**src/rtl/calc_x_y_r_theta.sv**
```systemverilog
// Polar-to-rectangular converter: x = r*cos(theta), y = r*sin(theta), 15-degree steps.
// One shift-add multiplier is shared by both axes, so a conversion takes a fixed 17 cycles.
module calc_x_y_r_theta (
  input  logic       clock,
  input  logic       reset_n,
  input  logic       start,
  input  logic [7:0] r,
  input  logic [3:0] theta,
  output logic       busy,
  output logic       done,
  output logic [7:0] x,
  output logic [7:0] y,
  output logic       err
);

  typedef enum logic [1:0] {
    IDLE  = 2'd0,
    MUL_X = 2'd1,
    MUL_Y = 2'd2,
    DONE  = 2'd3
  } state_t;

  state_t      state, state_next;
  logic [2:0]  cnt;
  logic [16:0] acc;
  logic [16:0] acc_sum;
  logic [16:0] addend;
  logic [7:0]  r_lat;
  logic [8:0]  cos_lat, sin_lat;
  logic [8:0]  cos_sel, sin_sel;
  logic [8:0]  coef;
  logic        err_lat;
  logic        err_sel;
  logic [7:0]  x_hold;

  // cos/sin scaled by 256; indices beyond 90 degrees give zero and flag an error
  always_comb begin
    cos_sel = 9'd0;
    sin_sel = 9'd0;
    err_sel = 1'b0;
    case (theta)
      4'd0: begin cos_sel = 9'd256; sin_sel = 9'd0;   end
      4'd1: begin cos_sel = 9'd247; sin_sel = 9'd66;  end
      4'd2: begin cos_sel = 9'd222; sin_sel = 9'd128; end
      4'd3: begin cos_sel = 9'd181; sin_sel = 9'd181; end
      4'd4: begin cos_sel = 9'd128; sin_sel = 9'd222; end
      4'd5: begin cos_sel = 9'd66;  sin_sel = 9'd247; end
      4'd6: begin cos_sel = 9'd0;   sin_sel = 9'd256; end
      default: err_sel = 1'b1;
    endcase
  end

  always_comb begin
    coef    = (state == MUL_X) ? cos_lat : sin_lat;
    addend  = {8'd0, coef} << cnt;
    acc_sum = r_lat[cnt] ? (acc + addend) : acc;
  end

  always_comb begin
    state_next = state;
    case (state)
      IDLE:    if (start) state_next = MUL_X;
      MUL_X:   if (cnt == 3'd7) state_next = MUL_Y;
      MUL_Y:   if (cnt == 3'd7) state_next = DONE;
      DONE:    state_next = IDLE;
      default: state_next = IDLE;
    endcase
  end

  always_ff @(posedge clock or negedge reset_n) begin
    if (!reset_n) state <= IDLE;
    else          state <= state_next;
  end

  assign busy = (state == MUL_X) || (state == MUL_Y);

  // Operands are latched on accept so input changes mid-conversion are ignored
  always_ff @(posedge clock or negedge reset_n) begin
    if (!reset_n) begin
      cnt     <= 3'd0;
      acc     <= 17'd0;
      r_lat   <= 8'd0;
      cos_lat <= 9'd0;
      sin_lat <= 9'd0;
      err_lat <= 1'b0;
      x_hold  <= 8'd0;
      done    <= 1'b0;
      x       <= 8'd0;
      y       <= 8'd0;
      err     <= 1'b0;
    end else begin
      done <= 1'b0;
      case (state)
        IDLE: begin
          if (start) begin
            r_lat   <= r;
            cos_lat <= cos_sel;
            sin_lat <= sin_sel;
            err_lat <= err_sel;
            acc     <= 17'd0;
            cnt     <= 3'd0;
          end
        end
        MUL_X: begin
          if (cnt == 3'd7) begin
            x_hold <= acc_sum[15:8];
            acc    <= 17'd0;
            cnt    <= 3'd0;
          end else begin
            acc <= acc_sum;
            cnt <= cnt + 3'd1;
          end
        end
        MUL_Y: begin
          acc <= acc_sum;
          cnt <= cnt + 3'd1;
        end
        DONE: begin
          x    <= x_hold;
          y    <= acc[15:8];
          err  <= err_lat;
          done <= 1'b1;
        end
        default: ;
      endcase
    end
  end

endmodule

```
**config.mk**
```make
export PLATFORM = sky130hd
export DESIGN_NAME = calc_x_y_r_theta
export DESIGN_NICKNAME = d
export VERILOG_FILES = /design/src/rtl/calc_x_y_r_theta.sv
export SDC_FILE = /design/constraint.sdc
export NUM_CORES = 1
export LEC_CHECK = 0
export ABC_AREA = 1
export CAP_MARGIN = 0
export CORE_ASPECT_RATIO = 0.5
export CORE_MARGIN = 2
export CORE_UTILIZATION = 53
export CTS_CLUSTER_DIAMETER = 100
export DETAILED_ROUTE_END_ITERATION = 8
export GPL_TIMING_DRIVEN = 0
export PLACE_DENSITY = 0.77
export SYNTH_ARGS = -nofsm -noshare
export SYNTH_HDL_FRONTEND = slang
export SYNTH_SLANG_ARGS = --single-unit
```
**constraint.sdc**
```tcl
create_clock -name clock -period 2.45 [get_ports clock]
set_input_delay 0.3675 -clock clock [delete_from_list [all_inputs] [get_ports clock]]
set_output_delay 0.3675 -clock clock [all_outputs]
set_load 0.01 [all_outputs]
```
# After elaboration in Yosys (flattened, before gate mapping)
# Cells that the tools add are included.
# totals
ff_bits	75
word_cells	56
inputBits	15
output_inout_bits	19
# classes
eq_ne	13
muxes	18
shift	1
order_cmp	1
n_addsub	2
reduce_logical	9
# ops
operator	n
9-bit case mux with 6 select lines	2
17-bit two-way mux	3
17-bit case mux with 3 select lines	1
17-bit adder	1
9-bit by 3-bit << shifter with 17-bit output	1
4-bit by 3-bit equality test with 1-bit output, second input constant	3
9-bit two-way mux	1
3-bit case mux with 3 select lines	1
4-bit by 2-bit equality test with 1-bit output, second input constant	2
2-bit case mux with 4 select lines	1
7-bit OR reduction	1
2-bit two-way mux	3
3-bit two-way mux	2
2-bit != test, second input constant	3
2-bit AND reduction	3
2-bit equality test, second input constant	2
4-bit by 1-bit equality test with 1-bit output, second input constant	1
4-bit logical NOT	1
3-bit by 4-bit less-than comparator with 1-bit output, second input constant	1
3-bit by 1-bit adder with 3-bit output, second input constant	1
1-bit binary-select mux with 3-bit select	1
3-bit equality test, second input constant	1
1-bit two-way mux	3
3-bit AND reduction	1
4 further kinds	4

# Logic depth before layout (Yosys ltp)
# depth
depth_word	7
ltp_mapped	23
depth_no_buf	23

# Worst setup path before layout
# Ideal clock, no wire load.
# synth_timing
kind	register to register
start	register state[1]
end	register x_hold[3]
required_ns	2.332
slack_ns	-0.230
arrival_time_ns	2.562
period_less_slack_ns	2.680
stages_incl_launch_ff	20
n_path_buf	0
setup_time_ns	0.118
path_cell_list	dfrtp_1 > inv_1 > ha_1 > o21ai_0 > o21ai_0 > or2_2 > o21ai_0 > nand2_1 > o21ai_0 > ha_1 > nand2_1 > inv_1 > a21oi_1 > nand2_1 > nand2_1 > nand2_1 > nand2_1 > nand3_1 > nand3_1 > nand2_1
# synth_via
elab_chain_cells	5
word_cells_on_any_way	6
cone_classes	add/sub: 1; eq/ne: 1; shift: 1; mux: 2; reduce/logical: 1
# synth_rtl
element	line	rtl
start, declared	23	state_t state, state_next;
start signal, assigned	72	else state <= state_next;
2-bit by 1-bit equality test with 1-bit output (*)	54, 93	
9-bit two-way mux	54	coef = (state == MUL_X) ? cos_lat : sin_lat;
9-bit by 3-bit << shifter with 17-bit output	55	addend = {8'd0, coef} << cnt;
17-bit adder	56	acc_sum = r_lat[cnt] ? (acc + addend) : acc;
17-bit two-way mux	56	
end signal, assigned	106	x_hold <= acc_sum[15:8];
end, declared	34	logic [7:0] x_hold;
# Every way passes the cells marked *; elsewhere a longest branch is shown, timed or not.
# A chain may end at the register's enable or synchronous reset.

# Worst setup path in the final report
# layout_timing
start	register state[1]
end	register acc[10]
# layout_via
elab_chain_cells	7
word_cells_on_any_way	12
cone_classes	add/sub: 1; eq/ne: 3; shift: 1; mux: 4; reduce/logical: 3
# layout_rtl
element	line	rtl
2-bit by 1-bit equality test with 1-bit output	54, 93	
9-bit two-way mux	54	
9-bit by 3-bit << shifter with 17-bit output	55	
17-bit adder	56	
17-bit two-way mux	56	
17-bit two-way mux	105	if (cnt == 3'd7) begin
17-bit case mux with 3 select lines	93	case (state)
end signal, assigned	110	acc <= acc_sum;
end signal, assigned	115	acc <= acc_sum;
end, declared	25	logic [16:0] acc;
# Parallel ways exist; a longest one is shown, timed or not.

==> impl.org <==
** Run status
- The run finished, with violations left.
- Failing checks :: setup timing

** Cells and area
- Count of inserted antenna diode cells :: 0
- The area growth from synthesis to layout is 43.6%.
- Fill cell count :: 408
- Number of standard cells in the layout, taps in and fillers out :: 742
- Share of layout cells above drive strength 1 :: 35.2%
- After the last flow step, the layout net total stands at 667.

** Synthesis
- Sequential fraction of the synthesis area :: 41.0%
- After technology mapping, the gate count stands at 556.
- In this run, synthesis produced a sequential element count of 68.
- Post-synthesis adder-cell area fraction :: 7.11%
- In the synthesized netlist, mux cells make up 4.55% of the area.
- The netlist uses 35 different library cells.
- During synthesis, Yosys emitted a total of 0 warnings.
- Of the total synthesized cell area, the portion taken by XOR and XNOR cells is 1.27%.
- Simple logic cell fraction of the synthesized area :: 29.2%
- Summed instance area of the synthesized netlist :: 4150 um^2
- Dominant combinational cell family by area after synthesis :: simple AND/OR/NAND/NOR gates
- The number of nets in the synthesized netlist is 594.
- After synthesis, the mean cell area works out to 7.47 um^2.
- Summing the areas of all compound-gate instances in the mapped netlist gives 9.37% of the synthesized area.

** Critical path
- Together, buffers and inverters on the worst path number 3.
- The worst register-to-register path ends at acc[10].
- Beginning of the worst register-to-register path :: state[1]
- Slowest cell on the critical path :: dfrtp_1
- Across all register-to-register paths, the minimum setup slack is -0.54 ns.
- Sort of element at the end of the critical path :: flop
- At the worst endpoint, the required time is 2.68 ns.
- The setup path with the least slack is of type flop to flop.
- By instance count, the cell type seen most on the critical path is nand2_1.
- In this run the worst path has a maximum fanout of 6.
- Cell family with most CP delay :: simple AND/OR/NAND/NOR gates
- Cells on worst reg2reg path :: 22
- STA classifies the critical path startpoint as a flop.
- Cells along the critical path :: inv_2 > ha_4 > buf_6 > nand2_4 > o21ai_4 > nand2_2 > o21ai_2 > nand2_1 > nand2_2 > nor2_1 > ha_1 > inv_2 > nand2_4 > nand2_4 > o21bai_4 > nand2_2 > nand2_1 > nand2_1 > nand2_1 > nand2_2 > nand3_1 > nand2_1
- Data on the critical path arrives at its endpoint at 3.22 ns.
- For this run, the slowest stage of the critical path takes 0.41 ns.

** Floorplanning
- Std cell rows :: 22
- Die height :: 66.6 um
- Top-level port count :: 34
- Die Area :: 8600 um^2
- The floorplan step defined a core boundary enclosing 7460 um^2.
- From left edge to right edge, the die measures 129 um.
- Initial Util :: 55.7%

** STA
- Derived from the worst setup path, the maximum achievable clock frequency is 0.335 GHz.
- On the final layout, the worst hold slack is 0.116 ns.
- Final number of setup-violating endpoints :: 22
- The hold violation count in the final report is 0.
- Final critical delay including setup and external delays :: 2.99 ns
- Post-route worst setup slack :: -0.536 ns
- Post-route fraction of the period consumed by the critical path :: 122%
- Between clock sinks in the finished design, the worst skew comes to 0.00785 ns.
- For the pin with the worst max-slew slack, the measured transition is 0.847 ns.
- Setup repair after global routing missed its margin :: true
- Worst slew margin relative to its limit :: 43.5%
- The number of max-slew violations in the final report is 0.

** Drt
- Final wirelength :: 14400 um
- After detailed routing, the number of remaining DRC violations is 0.
- Post-route antenna net violation count :: 0
- Drt via density :: 6.02
- Dividing the detail-routed wire length by the instance count gives 19.4 um.
- Detailed-routing iteration count for the pre-antenna-repair pass :: 7
- Total number of vias :: 4466
- Initial DRC count :: 532

** CTS
- TritonCTS built the clock tree.
- For this design, the CTS-stage hold fixing added 0 buffers.
- Counting every sink on the clock net gives 68.
- Clock insertion delay at the later pin of the skew report :: 0.34 ns
- The clock passes through at most 2 buffers.
- CTS H-tree depth :: 3
- Clock input transition at the sequential cells of the worst setup and hold paths :: 0.06 ns
- In this run, CTS created clock tree buffers numbering 9.
- The tree is rooted in a clkbuf_16.

** Placed design
- The congestion estimate from routability-driven global placement came to 0.950.
- During placement, the flow inserted port buffers numbering 33.
- Post-DP HPWL :: 7130 um
- Including well taps, the total number of placed cells is 697.

** GRT
- Global routing consumed, over all layers together, 29.2% of the routing resources.
- The via count of the first global-routing pass was 4002.
- Entering global routing, the biggest net connects 69 pins.
- Summed over all layers, the global routing overflow is 0.
- The number of antenna violations at the first check in global routing was 0.
- First-pass GRT wire length :: 19200 um

** Power and ir drop
- Power density over the cells :: 1660 nW/um^2
- Leak Pwr :: 2.86 nW
- The worst-case IR drop observed on VDD is 0.000762 V.

** Hold path
- The tightest min-delay check is of the primary input to async pin type.

** Job
- Maxcap violations :: 0
[Yosys cell counts, drive strengths merged]
library cell	instances	area share (%)
a21oi	20	2.5
a31oi	2	0.30
a32o	1	0.24
and2	2	0.30
buf	6	1.1
clkbuf	6	0.54
clkinv	1	0.090
dfrtp	68	41
fa	1	0.48
ha	22	6.6
inv	64	5.8
mux2	15	4.1
mux2i	2	0.48
nand2	190	18
nand3	43	5.2
nand4	3	0.45
nor2	38	3.7
nor3	5	0.60
o21ai	49	6.0
o21bai	1	0.18
o22ai	1	0.15
or2	10	1.5
xnor2	4	0.84
xor2	2	0.42
[sequential cells by signal (all words and copies together), names as in the netlist]
register  cells
acc          16
cnt           3
cos_lat       6
done          1
err           1
err_lat       1
r_lat         8
sin_lat       6
state         2
x             8
x_hold        8
y             8
[metrics by stage]
step	area, um^2	total power [mW]	setup slack, ns	TNS [ns]	util (%)
after floorplan	4200	4.52	-0.0108	-0.0396	-
after global placement	4670	5.42	-1.20	-87.83	62.6
after detailed placement	4670	5.52	-0.558	-7.46	62.6
after CTS	5490	8.08	-0.285	-4.23	73.6
after global routing	5960	10.3	-0.620	-10.03	80.0
final	5960	9.88	-0.536	-8.23	80.0
[how the worst max path moves through the flow]
stage | start | to | cells past startpoint
final | state[1] | acc[10] | 22
after global routing | state[1] | acc[10] | 22
after CTS | state[1] | x_hold[7] | 22
after detailed placement | state[1] | acc[15] | 18
after global placement | reset_n | y[4] | 1
after floorplan | state[1] | acc[14] | 21
[where the power goes]
group | switching, mW | internal, mW
logic | 3.87 | 2.60
registers | 0.294 | 1.49
clock network | 0.521 | 1.10
[layer usage]
metal	up-vias	GRT usage, %	share of wire (%)
met5	-	0	0
met4	0	11.1	6.0
met3	93	6.10	9.7
met2	335	49.2	46
met1	2105	37.4	39
li1	1933	-	-
[repair_timing]
item,CTS,global route
setup endpoints to repair,21,21
resized for setup,88,91
setup buffers,20,8
gates cloned,1,0
pin swaps,37,46
[cell families after synthesis]
| kind of cell | Yosys count |
|---|---|
| compound gates | 74 |
| xor+xnor | 6 |
| fa+ha+maj | 23 |
| buf+inv | 77 |
| flops | 68 |
| mux | 17 |
| simple gates | 291 |
[layout make-up]
class | instances | area [um^2] | share of cell area (%)
well taps | 108 | 135 | 2.27
flip-flops and latches | 68 | 1700 | 28.6
inverters | 65 | 246 | 4.13
clock inverters | 6 | 136 | 2.29
repair buffers | 62 | 572 | 9.59
plain buffers | 12 | 80.1 | 1.34
clock buffers | 10 | 229 | 3.84
multi-input cells | 411 | 2860 | 48.0
[placed cells by master, fill, tap and decap left out, drive strengths merged]
cell type / count
nand2: 190
dfrtp: 68
inv: 64
o21ai: 49
nand3: 43
nor2: 38
buf: 36
clkdlybuf4s50: 32
ha: 22
a21oi: 20
clkbuf: 16
mux2: 15
or2: 10
nor3: 5
bufinv: 4
xnor2: 4
nand4: 3
a31oi: 2
xor2: 2
mux2i: 2
clkinv: 2
and2: 2
a32o: 1
o22ai: 1
o21bai: 1
fa: 1
clkinvlp: 1
(Power assumes the default switching activity.)
